$ cat config.mk
export PLATFORM = sky130hd
export DESIGN_NAME = tlc_driver_sequencer
export DESIGN_NICKNAME = d
export VERILOG_FILES = /design/src/rtl/tlc_driver_sequencer.sv
export SDC_FILE = /design/constraint.sdc
export NUM_CORES = 1
export LEC_CHECK = 0
export ABC_AREA = 1
export BUFFER_PORTS_ARGS = -buffer_cell sky130_fd_sc_hd__buf_2
export CAP_MARGIN = 20
export CORE_MARGIN = 4
export CORE_UTILIZATION = 47
export DETAILED_ROUTE_END_ITERATION = 10
export PLACE_DENSITY = 0.85
export SYNTH_ARGS = -nofsm -noshare
export SYNTH_HDL_FRONTEND = slang
export SYNTH_SLANG_ARGS = --single-unit
$ cat constraint.sdc
create_clock -name clk -period 2.2 [get_ports clk]
set_input_delay 0.22 -clock clk [delete_from_list [all_inputs] [get_ports clk]]
set_output_delay 0.22 -clock clk [all_outputs]
set_load 0.01 [all_outputs]
$ cat src/rtl/tlc_driver_sequencer.sv
// rtl/tlc_driver_sequencer.sv - SCLK/GCLK/LAT/SIN sequencer for daisy-chained TLC5957-class LED drivers
//
// Purpose: runs the FCWRTEN/WRTFC configuration sequence, then streams grayscale
// words (WRTGS/LATGS) while GCLK runs one PWM segment per mux row. The framebuffer
// is paced by driver_ready, the column mux by column_ready.
// Optional feature macro: LINERESET_EN -- the last segment of every slice ends
// with LINERESET (LAT on the last 7 SCLKs) instead of LATGS.
//
// Ports:
//   clk, nrst                 clock, synchronous active-low reset
//   clk_enable                driver-rate strobe, all state advances only when high
//   framebuffer_dat           current bit for each SIN lane
//   serialized_conf           function-control word, MSB shifted first
//   new_configuration_ready   request (re)configuration, aborts streaming
//   position_sync             start of the next slice
//   drv_sclk, drv_gclk        gated copies of clk_enable (combinational)
//   drv_lat, drv_sin          registered on clk_enable, one slot behind SCLK
//   column_ready              one-clk pulse at the end of each segment
//   driver_ready              framebuffer may present the next bit
//   sync_overrun              one-clk pulse when position_sync hits an active slice
module tlc_driver_sequencer #(
  parameter int NB_LANES  = 30,
  parameter int GS_BITS   = 9,
  parameter int CHANNELS  = 48,
  parameter int MUX_ROWS  = 8,
  parameter int CONF_BITS = 48,
  parameter int PREP_LEN  = 15
) (
  input  logic                 clk,
  input  logic                 nrst,
  input  logic                 clk_enable,
  input  logic [NB_LANES-1:0]  framebuffer_dat,
  input  logic [CONF_BITS-1:0] serialized_conf,
  input  logic                 new_configuration_ready,
  input  logic                 position_sync,
  output logic                 drv_sclk,
  output logic                 drv_gclk,
  output logic                 drv_lat,
  output logic [NB_LANES-1:0]  drv_sin,
  output logic                 column_ready,
  output logic                 driver_ready,
  output logic                 sync_overrun
);

  function automatic int imax(input int a, input int b);
    return (a > b) ? a : b;
  endfunction

  function automatic int wof(input int mx);
    return (mx < 1) ? 1 : $clog2(mx + 1);
  endfunction

  localparam int WORD      = CHANNELS + 1;
  localparam int SEG       = (1 << GS_BITS) + 1;
  localparam int BLANK     = SEG - GS_BITS * WORD;
  localparam int WRTFC_LEN = 6;
`ifdef LINERESET_EN
  localparam int MIN_BLANK = 12;
`else
  localparam int MIN_BLANK = 8;
`endif

  // One shared step counter serves PREP/CONFIG/WRTFC lengths and the segment position.
  localparam int CNT_MAX = imax(imax(SEG - 1, CONF_BITS), imax(PREP_LEN - 1, WRTFC_LEN - 1));
  localparam int CNT_W   = wof(CNT_MAX);
  localparam int MUX_W   = wof(MUX_ROWS - 1);
  localparam int BIT_W   = wof(CHANNELS);
  localparam int WRD_W   = wof(GS_BITS - 1);
  localparam int CIDX_W  = wof(CONF_BITS - 1);

  if (BLANK < MIN_BLANK) begin : g_blank_check
    $error("tlc_driver_sequencer: blanking window shorter than the latch sequence needs");
  end

  typedef enum logic [2:0] {
    ST_STALL,
    ST_PREP_CONFIG,
    ST_CONFIG,
    ST_WRTFC_WAIT,
    ST_WAIT_SLICE,
    ST_STREAM
  } state_t;

  state_t             state, state_n;
  logic [CNT_W-1:0]   cnt, cnt_n;
  logic [MUX_W-1:0]   mux_cnt, mux_n;
  logic [BIT_W-1:0]   bit_cnt, bit_n;
  logic [WRD_W-1:0]   word_cnt, word_n;
  logic               tail, tail_n;
  logic [CIDX_W-1:0]  conf_idx;
  logic               sclk_on, gclk_on, lat_d, data_slot, col_rdy, overrun_d;
  logic [NB_LANES-1:0] sin_d;

  always_ff @(posedge clk) begin
    if (!nrst) begin
      state        <= ST_STALL;
      cnt          <= '0;
      mux_cnt      <= '0;
      bit_cnt      <= '0;
      word_cnt     <= '0;
      tail         <= 1'b0;
      drv_lat      <= 1'b0;
      drv_sin      <= '0;
      sync_overrun <= 1'b0;
    end else begin
      sync_overrun <= clk_enable & overrun_d;
      if (clk_enable) begin
        state    <= state_n;
        cnt      <= cnt_n;
        mux_cnt  <= mux_n;
        bit_cnt  <= bit_n;
        word_cnt <= word_n;
        tail     <= tail_n;
        // LAT/SIN change on the edge that ends the SCLK pulse, giving the driver hold margin.
        drv_lat  <= lat_d;
        drv_sin  <= sin_d;
      end
    end
  end

  always_comb begin
    state_n   = state;
    cnt_n     = cnt;
    mux_n     = mux_cnt;
    bit_n     = bit_cnt;
    word_n    = word_cnt;
    tail_n    = tail;
    sclk_on   = 1'b0;
    gclk_on   = 1'b0;
    lat_d     = 1'b0;
    sin_d     = '0;
    data_slot = 1'b0;
    col_rdy   = 1'b0;
    overrun_d = 1'b0;
    conf_idx  = CIDX_W'(CONF_BITS - int'(cnt));

    case (state)
      ST_STALL: begin
        if (new_configuration_ready) begin
          state_n = ST_PREP_CONFIG;
          cnt_n   = '0;
        end
      end

      // FCWRTEN: LAT held high across PREP_LEN SCLK edges.
      ST_PREP_CONFIG: begin
        sclk_on = 1'b1;
        lat_d   = 1'b1;
        if (cnt == CNT_W'(PREP_LEN - 1)) begin
          state_n = ST_CONFIG;
          cnt_n   = '0;
        end else begin
          cnt_n = cnt + 1'b1;
        end
      end

      // Step 0 is the pause; steps 1..CONF_BITS shift MSB first, WRTFC on the last 5.
      ST_CONFIG: begin
        if (cnt != '0) begin
          sclk_on = 1'b1;
          sin_d   = {NB_LANES{serialized_conf[conf_idx]}};
          lat_d   = (cnt > CNT_W'(CONF_BITS - 5));
        end
        if (cnt == CNT_W'(CONF_BITS)) begin
          state_n = ST_WRTFC_WAIT;
          cnt_n   = '0;
        end else begin
          cnt_n = cnt + 1'b1;
        end
      end

      ST_WRTFC_WAIT: begin
        if (cnt == CNT_W'(WRTFC_LEN - 1)) begin
          state_n = ST_WAIT_SLICE;
          cnt_n   = '0;
          tail_n  = 1'b0;
        end else begin
          cnt_n = cnt + 1'b1;
        end
      end

      // tail: the segment started by the end of the slice is still being clocked out.
      ST_WAIT_SLICE: begin
        if (tail) begin
          gclk_on = (cnt != '0);
          if (cnt == CNT_W'(SEG - 1)) begin
            col_rdy = 1'b1;
            tail_n  = 1'b0;
            cnt_n   = '0;
          end else begin
            cnt_n = cnt + 1'b1;
          end
        end
        if (new_configuration_ready) begin
          state_n = ST_PREP_CONFIG;
          cnt_n   = '0;
          mux_n   = '0;
          bit_n   = '0;
          word_n  = '0;
          tail_n  = 1'b0;
        end else if (position_sync) begin
          state_n = ST_STREAM;
          cnt_n   = '0;
          mux_n   = '0;
          bit_n   = '0;
          word_n  = '0;
          tail_n  = 1'b0;
        end
      end

      ST_STREAM: begin
        gclk_on = (cnt != '0);
        if (cnt >= CNT_W'(BLANK)) begin
          // bit_cnt 0 is the inter-word pause; 1..CHANNELS carry data.
          if (bit_cnt != '0) begin
            sclk_on   = 1'b1;
            data_slot = 1'b1;
            sin_d     = framebuffer_dat;
            if (word_cnt != WRD_W'(GS_BITS - 1)) begin
              lat_d = (bit_cnt == BIT_W'(CHANNELS));
            end
`ifdef LINERESET_EN
            else if (mux_cnt == MUX_W'(MUX_ROWS - 1)) begin
              lat_d = (bit_cnt > BIT_W'(CHANNELS - 7));
            end
`endif
            else begin
              lat_d = (bit_cnt > BIT_W'(CHANNELS - 3));
            end
          end
          if (bit_cnt == BIT_W'(CHANNELS)) begin
            bit_n  = '0;
            word_n = word_cnt + 1'b1;
          end else begin
            bit_n = bit_cnt + 1'b1;
          end
        end

        if (cnt == CNT_W'(SEG - 1)) begin
          col_rdy = 1'b1;
          cnt_n   = '0;
          bit_n   = '0;
          word_n  = '0;
          if (mux_cnt == MUX_W'(MUX_ROWS - 1)) begin
            mux_n   = '0;
            state_n = ST_WAIT_SLICE;
            tail_n  = 1'b1;
          end else begin
            mux_n = mux_cnt + 1'b1;
          end
        end else begin
          cnt_n = cnt + 1'b1;
        end

        // Reconfiguration takes priority over everything, including overrun reporting.
        if (new_configuration_ready) begin
          state_n = ST_PREP_CONFIG;
          cnt_n   = '0;
          mux_n   = '0;
          bit_n   = '0;
          word_n  = '0;
          tail_n  = 1'b0;
        end else if (position_sync) begin
          overrun_d = 1'b1;
        end
      end

      default: begin
        state_n = ST_STALL;
        cnt_n   = '0;
      end
    endcase
  end

  assign drv_sclk     = clk_enable & sclk_on;
  assign drv_gclk     = clk_enable & gclk_on;
  assign column_ready = clk_enable & col_rdy;
  // The framebuffer fetches during the gap cycles before the enable that shifts the bit.
  assign driver_ready = ~clk_enable & data_slot;

endmodule

# Word-level counts from Yosys, hierarchy flattened
# Index checks and enable logic that the tools add are counted.
classes:
  addsub: 5
  order_cmp: 4
  eq_ne: 22
  muxes: 73
  n_bitwise: 6
  n_reduce_logical: 11
op_table:
  columns: ["cell", "n"]
  rows:
  - ["2-to-1 mux 10 bit", 9]
  - ["2-to-1 mux 30 bit", 3]
  - ["case mux 10 bit (6 select lines)", 1]
  - ["case mux 30 bit (2 select lines)", 1]
  - ["2-to-1 mux 3 bit", 14]
  - ["2-to-1 mux 6 bit", 6]
  - ["2-to-1 mux 4 bit", 6]
  - ["2-to-1 mux 1 bit", 23]
  - ["case mux 3 bit (6 select lines)", 1]
  - ["inequality test 4 bit, second input constant", 4]
  - ["case mux 6 bit (2 select lines)", 1]
  - ["adder 10 x 1 -> 10 bit, second input constant", 1]
  - ["== test 10 bit, second input constant", 1]
  - ["== test 10 x 3 -> 1 bit, second input constant", 1]
  - ["== test 10 x 4 -> 1 bit, second input constant", 1]
  - ["== test 10 x 6 -> 1 bit, second input constant", 1]
  - [">= comparator 10 x 7 -> 1 bit, second input constant", 1]
  - ["> comparator 10 x 6 -> 1 bit, second input constant", 1]
  - ["AND reduction 5 bit", 2]
  - ["nonzero test 10 bit", 1]
  - ["== test 3 bit, second input constant", 3]
  - ["inequality test 3 bit, second input constant", 3]
  - ["case mux 1 bit (3 select lines)", 3]
  - ["inequality test 2 bit, second input constant", 4]
  - ["22 further kinds", 29]
word_totals:
  register_bits: 59
  in_bits: 83
  output_inout_bits: 36
  word_cells: 130

# Longest topological paths before layout
# Gate-level depths: netlist (run 1).
logic_depth:
  ltp_word: 6
  mapped_depth: 18
  ltp_nobuf: 13

# Least setup slack after synthesis (run 1)
# No wires, ideal clock.
synth_timing:
  path_type: "reg-to-reg"
  from: "register cnt[0]"
  to: "register drv_sin[10]"
  setup_ns: 0.132
  arrival_ns: 2.101
  required_time_ns: 2.068
  path_slack_ns: -0.034
  path_stages_with_launch: 19
  path_buffers: 5
  period_less_slack_ns: 2.234
  path_cell_list: "dfxtp_1 > buf_4 > inv_2 > buf_6 > buf_6 > ha_1 > inv_1 > buf_2 > nand3_1 > nand3_1 > nand3_1 > nand3_1 > nand2_1 > nand2_1 > nand2_2 > buf_6 > nand2_2 > nand2_1 > a21oi_1"
synth_via:
  elab_chain_cells: 5
  elab_cells_between_ends: 8
  classes_between: "1 x add/sub; 1 x order compare; 5 x mux; 1 x reduce/logical"
synth_lines:
  columns: ["element", "line_no", "source"]
  rows:
  - ["start, declared", "85", "logic [CNT_W-1:0] cnt, cnt_n;"]
  - ["start signal, assigned", "109", "cnt <= cnt_n;"]
  - ["subtractor 6 bit", "135", "conf_idx = CIDX_W'(CONF_BITS - int'(cnt));"]
  - ["binary-select mux 1 bit (select 6 bit)", "161", "sin_d = {NB_LANES{serialized_conf[conf_idx]}};"]
  - ["2-to-1 mux 1 bit (implied by the code)", "161", null]
  - ["2-to-1 mux 30 bit", "159", "if (cnt != '0) begin"]
  - ["case mux 30 bit (2 select lines) *", "137", "case (state)"]
  - ["end signal, assigned", "116", "drv_sin <= sin_d;"]
  - ["end, declared", "39", "output logic [NB_LANES-1:0] drv_sin,"]
# Mark *: on every way between the ends. The rest lies on a longest branch, timed or not. The select of a mux whose other input is x is not followed.
# A chain may end at the register's enable or synchronous reset.

# Worst setup path after layout (run 1)
layout_timing:
  from: "register cnt[4]"
  to: "register state[2]"
layout_via:
  elab_chain_cells: 3
  elab_cells_between_ends: 9
  classes_between: "8 x eq/ne; 1 x reduce/logical"
layout_lines:
  columns: ["element", "line_no", "source"]
  rows:
  - ["== test 10 bit, or another cell as far along", "239", "if (cnt == CNT_W'(SEG - 1)) begin"]
  - ["inequality test 3 bit (no line) or inequality test 2 bit (tied branches)", null, null]
  - ["AND reduction 8 bit (no line) *", null, null]
  - ["end signal, assigned", "108", "state <= state_n;"]
  - ["end, declared", "84", "state_t state, state_n;"]
# Mark *: on every way between the ends. The rest lies on a longest branch, timed or not.

==> results of run 1 <==
## cells by family (layout without fill, tap and decap cells)
logic type,count (synthesis),in the layout,synth area share [%]
buffers and inverters,100,223,11.55
AOI/OAI and AO/OA,77,77,11.12
and+or+nand+nor,358,358,39.46
adders and majority gates,13,13,4.303
DFF,59,59,31.25
xor gates and xnor gates,10,10,2.317
## power breakdown
part	leakage [nW]	switching, mW	internal (mW)
clock	0.104	0.409	0.601
combinational	1.91	0.717	0.401
sequential	0.476	0.0634	1.12
## worst min path at each step
| stage | to | slack, ns | depth (start not counted) |
|---|---|---|---|
| floorplan | sync_overrun$_SDFF_PN0_ | 0.36 | 2 |
| global route | sync_overrun$_SDFF_PN0_ | 0.17 | 3 |
| detailed placement | drv_sin[19]$_SDFFE_PN0P_ | 0.45 | 2 |
| CTS | sync_overrun$_SDFF_PN0_ | 0.15 | 3 |
| global placement | drv_sin[19]$_SDFFE_PN0P_ | 0.45 | 2 |
| finish | sync_overrun$_SDFF_PN0_ | 0.17 | 3 |
## area by class of cell
cell class | instances | area share, %
Sequential cell | 59 | 24.91
Multi-Input combinational cell | 458 | 46.76
Inverter | 74 | 6.010
Timing Repair Buffer | 133 | 15.16
Tap cell | 102 | 2.688
Timing Repair inverter | 2 | 0.2636
Clock buffer | 12 | 3.479
Clock inverter | 2 | 0.7380
## routing by layer
metal  track usage (%)  part of all wire, %
met3             5.312                  6.5
met1             23.77                   40
met2             38.90                   51
met4             10.12                  3.0
met5                 0                    0
## worst max-delay path, cell delays in order, from the launching register on
cell     delay, ns
dfxtp_1       0.32
inv_1         0.13
nand2_1       0.16
inv_1         0.08
nand2_1       0.07
o21ai_0       0.31
o21ai_0       0.16
nor2_1        0.19
nand4_1       0.27
o21ai_0       0.23
a21oi_1       0.05
## through the flow
| step | setup TNS (ns) | instances |
|---|---|---|
| after floorplan | 0 | 617 |
| after global placement | 0 | 819 |
| after detailed placement | 0 | 819 |
| after CTS | 0 | 833 |
| after global routing | -0.9175 | 842 |
| final | 0 | 842 |
## repair_timing
item	CTS	global route
setup buffers	0	7
cloned	0	2
pin swaps	0	2
gates resized for setup	2	13
hold buffers	0	0
endpoints found under the hold margin	0	0
setup endpoints to repair	2	41
## cell usage in the layout, fill, tap and decap left out, drive strengths merged, types with 3 or more instances in the layout
| cell | instances |
|---|---|
| buf | 133 |
| nor2 | 40 |
| nand2 | 240 |
| a31oi | 3 |
| nand3 | 57 |
| o21ai | 17 |
| inv | 71 |
| nand4 | 7 |
| clkbuf | 12 |
| ha | 13 |
| xor2 | 8 |
| nor3 | 12 |
| a21oi | 52 |
| clkinvlp | 4 |
| dfxtp | 59 |
## registers in the layout, indices dropped and copies added (netlist names)
| register | flops |
|---|---|
| bit_cnt | 6 |
| drv_lat | 1 |
| word_cnt | 4 |
| sync_overrun | 1 |
| tail | 1 |
| cnt | 10 |
| drv_sin | 30 |
| state | 3 |
| mux_cnt | 3 |
==> impl_metrics.json, run 1 <==
{
  "status": "finished clean",
  "hold_viol": 0,
  "fin_area_mm2": 0.004747,
  "ys.flop_type": "dfxtp_1",
  "clock-root-buffer": "clkbuf_8",
  "fmax_ghz": 0.4764,
  "path_class": "flop to flop",
  "fillers": 689,
  "hold_ws_ns": 0.1727,
  "crit_required_ns": 2.43,
  "crit_fanout": 6,
  "synthDistinctLibCells": 30,
  "grt_start_max_net_pins": 32,
  "pwr_density_cell_mw_per_mm2": 697.2,
  "dpl_worst_slack_ns": 0.02203,
  "numPortBuffers": 118,
  "drc": 0,
  "rsz0062_at_grt": "true",
  "clock-sinks": 59,
  "ys_warn_count": 0,
  "cap_violations": 0,
  "detailed_place_hpwl_um": 7893,
  "endpoint_kind": "flop",
  "ir_worst_vdd_mv": 0.4513,
  "drt.antenna.violating_nets": 0,
  "finClkSkew_ns": 0.005840,
  "worst_slew_pin_slew_ns": 0.3749,
  "reg2reg_slack_ns": 0.10,
  "synthTopCellsByCount": "228 x nand2_1, 70 x inv_1, 59 x dfxtp_1",
  "hold_start": "position_sync",
  "final_layout_size_suffix_gt1_share_pct": 24.32,
  "seq_area_mm2": 0.001182,
  "drt_iter0_drc": 240,
  "hold_class": "input port to flop",
  "io_pins": 119,
  "antenna_found_initial": 0,
  "crit_start": "cnt[4]$_SDFFE_PN0P_",
  "synth-async-reset-ratio_pct": 0,
  "netlist_area_mm2": 0.003780,
  "clk_path_buf_depth": 2,
  "cts_buffers": 9,
  "worst_slack_ns": 0.1007,
  "dpl_cell_area_mm2": 0.004424,
  "synth_edf_count": 0,
  "synth.net_count": 713,
  "grt_overflow_total": 0,
  "worstRegToRegCells": 10,
  "ys_seq_elements": 59,
  "finalCritPeriodShare_pct": 95.42,
  "core_area_mm2": 0.007767,
  "worstPathArrival_ns": 2.33,
  "htree_levels": 3,
  "vias": 4398,
  "nets": 833,
  "routed_wl_um": 11000,
  "total_power_mw": 3.310,
  "critPathLaunchType": "flop",
  "synth-seq-area-share_pct": 31.25,
  "cts.clk_slew.worst_paths_ns": 0.06,
  "netlist_instances": 617,
  "die_area_mm2": 0.009541,
  "synth.avg_cell_area_um2": 6.126,
  "die_h_um": 97.68,
  "synth_area_leaders": "dfxtp_1 31%, nand2_1 23%, nand3_1 7.5%",
  "p_leak_nw": 2.486,
  "wl_per_cell_um": 13.06,
  "setup.worst_path.end": "state[2]$_SDFFE_PN0P_",
  "syn2layout_area_growth_pct": 25.59,
  "grt_pass1_wl_um": 17490,
  "synth_top_cell_area_share_pct": 31.25,
  "grtUsageTotal_pct": 21.66,
  "vias_per_cell": 5.223,
  "clock_latency_ns": 0.35,
  "fin_util_pct": 61.11,
  "grt_pass1_vias": 4229,
  "gp_congestion": 0.8848,
  "maxSlewViolCount": 0,
  "multiInputGateArea_mm2": 0.002220,
  "cts_tree": "built",
  "antennaDiodeCount": 0,
  "num_rows": 32,
  "die-width_um": 97.68,
  "r2r-end": "state[2]$_SDFFE_PN0P_",
  "reg2reg_from": "cnt[4]$_SDFFE_PN0P_",
  "first_pass_iters": 4,
  "max_slew_margin_pct": 74.97,
  "initial_core_util_pct": 48.66,
  "synth_top_area_cell": "dfxtp_1",
  "yosysMostFrequentCell": "nand2_1",
  "period_minus_slack_ns": 2.099,
  "setup_viol": 0
}
(Power assumes the default switching activity.)
==> inputs of run 2 (changes only) <==
- clock period: 2.2 -> 1.7 ns (I/O delays scaled with it)
==> impl_metrics.json, run 2 (synthesized netlist as in run 1, its figures left out) <==
{
  "regMostFlops": "drv_sin",
  "htree_levels": 3,
  "routed_wl_um": 15030,
  "finalCritPeriodShare_pct": 120.3,
  "grt_start_max_net_pins": 27,
  "initial_core_util_pct": 48.66,
  "reg2reg_slack_ns": -0.34,
  "grt_pass1_vias": 4730,
  "clock_latency_ns": 0.35,
  "detailed_place_hpwl_um": 8552,
  "clock-root-buffer": "clkbuf_8",
  "max_slew_margin_pct": 72.72,
  "hold_start": "position_sync",
  "worst_slack_ns": -0.3448,
  "drc": 0,
  "numPortBuffers": 118,
  "drt_iter0_drc": 474,
  "gp_congestion": 0.9128,
  "cts_tree": "built",
  "vias_per_cell": 5.628,
  "final_common_cell": "nand2_1",
  "worst_slew_pin_slew_ns": 0.4049,
  "fmax_ghz": 0.4890,
  "drt.antenna.violating_nets": 0,
  "grt_pass1_wl_um": 20760,
  "p_leak_nw": 2.865,
  "cts_buffers": 9,
  "vias": 5071,
  "clock-sinks": 59,
  "dpl_worst_slack_ns": -0.2520,
  "final_cell_mix": "201 x nand2_1, 116 x buf_2, 61 x buf_4",
  "first_pass_iters": 6,
  "hold_buffers": 0,
  "rsz0062_at_grt": "true",
  "crit_fanout": 7,
  "r2r-end": "drv_sin[23]$_SDFFE_PN0P_",
  "reg2reg_from": "cnt[0]$_SDFFE_PN0P_",
  "fin_area_mm2": 0.005720,
  "violations": "setup timing",
  "whs_endpoint": "sync_overrun$_SDFF_PN0_",
  "die_area_mm2": 0.009541,
  "maxSlewViolCount": 0,
  "critPathLaunchType": "flop",
  "hold_depth": 3,
  "core_area_mm2": 0.007767,
  "cap_violations": 0,
  "die-width_um": 97.68,
  "cts.clk_slew.worst_paths_ns": 0.08,
  "grt_overflow_total": 0,
  "endpoint_kind": "flop",
  "wl_per_cell_um": 16.68,
  "pwr_density_cell_mw_per_mm2": 882.3,
  "largest_reg_flops": 30,
  "finClkSkew_ns": 0.007444,
  "final_layout_size_suffix_gt1_share_pct": 41.80,
  "dpl_cell_area_mm2": 0.004880,
  "path_class": "flop to flop",
  "syn2layout_area_growth_pct": 51.34,
  "grtUsageTotal_pct": 25.88,
  "hold_viol": 0,
  "fin_setup_tns_ns": -14.79,
  "worstPathArrival_ns": 2.33,
  "top_regs": "drv_sin: 30 flops, cnt: 10 flops, bit_cnt: 6 flops",
  "crit_required_ns": 1.99,
  "num_rows": 32,
  "worstRegToRegCells": 14,
  "hold_class": "input port to flop",
  "io_pins": 119,
  "clk_path_buf_depth": 2,
  "period_minus_slack_ns": 2.045,
  "nets": 890,
  "antennaDiodeCount": 0,
  "die_h_um": 97.68,
  "antenna_found_initial": 0,
  "ir_worst_vdd_mv": 0.5334,
  "status": "finished with violations",
  "setup_viol": 61
}
==> run 2: cell count changes in the layout (fill, tap and decap cells not counted), moves of 10 or more <==
| cell | delta |
|---|---|
| a21oi_2 | +12 |
| inv_1 | -10 |
| nand2_1 | -25 |
| nand3_1 | -20 |
| nand3_2 | +18 |
| nand2_2 | +19 |
| a21oi_1 | -12 |
| buf_4 | +48 |
==> run 2: layer usage <==
metal / share of wire, % / track usage [%]
met5: 0 / 0
met4: 6.6 / 11.29
met3: 8.9 / 6.461
met2: 49 / 45.65
met1: 35 / 29.39
==> run 2: how the worst max path moves through the flow <==
stage / start / to / slack (ns) / depth (start not counted)
after floorplan: cnt[0]$_SDFFE_PN0P_ / drv_sin[10]$_SDFFE_PN0P_ / -0.35 / 18
after global placement: cnt[0]$_SDFFE_PN0P_ / drv_sin[4]$_SDFFE_PN0P_ / -0.16 / 14
after detailed placement: cnt[1]$_SDFFE_PN0P_ / drv_sin[6]$_SDFFE_PN0P_ / -0.25 / 13
after CTS: cnt[0]$_SDFFE_PN0P_ / drv_sin[6]$_SDFFE_PN0P_ / -0.21 / 14
after global routing: cnt[1]$_SDFFE_PN0P_ / drv_sin[23]$_SDFFE_PN0P_ / -0.43 / 13
final: cnt[0]$_SDFFE_PN0P_ / drv_sin[23]$_SDFFE_PN0P_ / -0.34 / 14
==> run 2: metrics by stage <==
step	util (%)	cells	total power, mW	hold WS, ns
2_1_floorplan	-	617	2.637	0.3116
3_3_place_gp	62.82	867	3.159	0.4484
3_5_place_dp	62.82	867	3.222	0.4550
4_1_cts	68.69	895	4.607	0.09392
5_1_grt	73.65	901	5.266	0.1088
6_report	73.65	901	5.047	0.1160
==> run 2: cell type report <==
type	instances	area (µm²)
Clock buffer	10	137.6
Clock inverter	6	48.80
Fill cell	495	2047
Inverter	74	290.3
Multi-Input combinational cell	458	2659
Sequential cell	59	1190
Tap cell	102	127.6
Timing Repair Buffer	192	1267
==> run 2: power by group <==
part	switching, mW	total [mW]	internal [mW]
clock network	0.653	1.23	0.580
logic	1.35	2.27	0.927
registers	0.0879	1.54	1.45
==> run 2: repair_timing <==
item / in CTS / in global routing
setup buffers: 13 / 4
gates cloned: 1 / 2
setup endpoints to repair: 55 / 62
pin swaps: 15 / 36
resized for setup: 45 / 83
==> run 2: critical path, cell delays in order (launching register included) <==
cell	delay, ns
dfxtp_2	0.36
inv_4	0.05
ha_4	0.33
buf_6	0.15
nand3_2	0.08
nand3_1	0.09
nand3_1	0.09
nand3_2	0.09
nand2_2	0.07
nand2_4	0.10
nand2_8	0.09
clkbuf_16	0.18
nand2_1	0.06
nand2_1	0.07
a21oi_1	0.14
==> inputs of run 3 (changes only) <==
- CORE_ASPECT_RATIO: default -> 0.75
- CORE_UTILIZATION: 47 -> 38
- PLACE_DENSITY: 0.85 -> 0.73
- RECOVER_POWER: default -> 25
==> impl_metrics.json, run 3 (synthesized netlist as in run 1, its figures left out) <==
{
  "p_leak_nw": 2.887,
  "power_frac_clock_pct": 32.4,
  "wl_per_cell_um": 14.17,
  "pwr_density_cell_mw_per_mm2": 991.4,
  "clk_path_buf_depth": 2,
  "dpl_worst_slack_ns": -0.2453,
  "p_int_mw": 3.639,
  "fin_area_mm2": 0.005801,
  "crit_fanout": 3,
  "die_h_um": 94.37,
  "maxSlewViolCount": 0,
  "num_rows": 31,
  "hold_class": "input port to flop",
  "initial_core_util_pct": 38.98,
  "period_minus_slack_ns": 2.039,
  "cts_tree": "built",
  "hold_viol": 0,
  "antennaDiodeCount": 0,
  "multiInputGateArea_mm2": 0.002625,
  "hold_depth": 3,
  "whs_endpoint": "sync_overrun$_SDFF_PN0_",
  "hold_start": "position_sync",
  "violations": "setup timing",
  "finalCritPeriodShare_pct": 119.9,
  "grt_start_max_net_pins": 37,
  "final_cells": 925,
  "status": "finished with violations",
  "seq_area_mm2": 0.001191,
  "first_pass_iters": 5,
  "vias_per_cell": 5.078,
  "clock-root-buffer": "clkbuf_16",
  "hold_ws_ns": 0.1184,
  "cts_buffers": 9,
  "top_regs": "drv_sin: 30 flops, cnt: 10 flops, bit_cnt: 6 flops",
  "fmax_ghz": 0.4905,
  "reg2reg_slack_ns": -0.27,
  "die_area_mm2": 0.01162,
  "grtUsageTotal_pct": 20.20,
  "worst_slew_pin_slew_ns": 0.4195,
  "critPathLaunchType": "flop",
  "routed_wl_um": 13110,
  "core_area_mm2": 0.009697,
  "detailed_place_hpwl_um": 8589,
  "htree_levels": 3,
  "grt_pass1_wl_um": 18920,
  "cts.clk_slew.worst_paths_ns": 0.05,
  "combPwrFrac_pct": 40.8,
  "r2r-end": "state[1]$_SDFFE_PN0P_",
  "total_power_mw": 5.751,
  "drc": 0,
  "drt.antenna.violating_nets": 0,
  "dpl_cell_area_mm2": 0.004897,
  "worstRegToRegCells": 11,
  "path_class": "flop to output pin",
  "largest_reg_flops": 30,
  "gp_congestion": 0.9093,
  "crit_start": "cnt[0]$_SDFFE_PN0P_",
  "placedCellCount": 891,
  "antenna_found_initial": 0,
  "seq_power_share_pct": 26.8,
  "setup_viol": 59,
  "fillers": 824,
  "io_pins": 119,
  "grt_pass1_vias": 4312,
  "reg2reg_from": "cnt[0]$_SDFFE_PN0P_",
  "worstPathArrival_ns": 1.87,
  "nets": 884,
  "final_common_cell": "nand2_1",
  "switching_share_pct": 36.72,
  "clock_latency_ns": 0.34,
  "final_cell_mix": "211 x nand2_1, 109 x buf_2, 58 x inv_1",
  "power.switching_mw": 2.112,
  "vias": 4697,
  "numPortBuffers": 118,
  "fin_setup_tns_ns": -11.77,
  "die-width_um": 123.2,
  "max_slew_margin_pct": 72.04,
  "final_layout_size_suffix_gt1_share_pct": 38.34,
  "fin_util_pct": 59.82,
  "rsz0062_at_grt": "true",
  "regMostFlops": "drv_sin",
  "worst_slack_ns": -0.3386,
  "syn2layout_area_growth_pct": 53.46,
  "clock-sinks": 59,
  "ir_worst_vdd_mv": 0.4708,
  "cap_violations": 0,
  "endpoint_kind": "output pin",
  "crit_required_ns": 1.53,
  "grt_overflow_total": 0,
  "finClkSkew_ns": 0.005861,
  "drt_iter0_drc": 323
}
[run 3: changes by cell type in the layout (fill, tap and decap cells not counted), sizes merged]
cell,change
clkinvlp,-1
clkinv,+1
buf,-14
bufinv,+1
clkbuf,+9
inv,-2
[run 3: critical path, stage by stage (launching register included)]
cell	delay [ns]
dfxtp_2	0.33
inv_2	0.08
ha_4	0.18
buf_6	0.11
nand3_4	0.10
nor3_4	0.19
nor2_2	0.08
buf_6	0.12
a21oi_4	0.12
a21oi_2	0.07
buf_2	0.14
[run 3: metal layers]
layer  vias up  track usage [%]  wire, µm
met5         -                0         0
met4         0            7.834       398
met2       173            34.33      6622
met3        39            4.671       718
li1       2299                -         -
met1      2186            24.84      5367
[run 3: worst max path at each step]
stage | end | slack, ns | cells past startpoint
2_1_floorplan | drv_sin[10]$_SDFFE_PN0P_ | -0.35 | 18
3_3_place_gp | drv_sin[4]$_SDFFE_PN0P_ | -0.19 | 14
3_5_place_dp | drv_sin[22]$_SDFFE_PN0P_ | -0.25 | 13
4_1_cts | drv_sclk | -0.27 | 10
5_1_grt | drv_sclk | -0.43 | 10
6_report | drv_sclk | -0.34 | 10
[run 3: cell type report]
class | instances | area share [%]
clock inverters | 5 | 1.079
well taps | 132 | 2.847
flip-flops and latches | 59 | 20.53
inverters | 74 | 4.961
repair buffers | 186 | 21.14
multi-input cells | 458 | 45.25
clock buffers | 11 | 4.185
[run 3: power by group through the flow]
stage               registers [mW]  logic (mW)  clock network, mW
CTS                           1.52        2.02               1.87
global placement              1.54        1.65                  0
finish                        1.54        2.35               1.86
detailed placement            1.54        1.69                  0
global route                  1.55        2.53               1.94
floorplan                     1.54        1.10                  0
[run 3: timing repair]
item,CTS,global route
endpoints found under the setup margin,58,62
pin swaps,23,20
gates resized for setup,59,61
hold buffers,0,0
gates cloned,0,3
buffers inserted,12,4
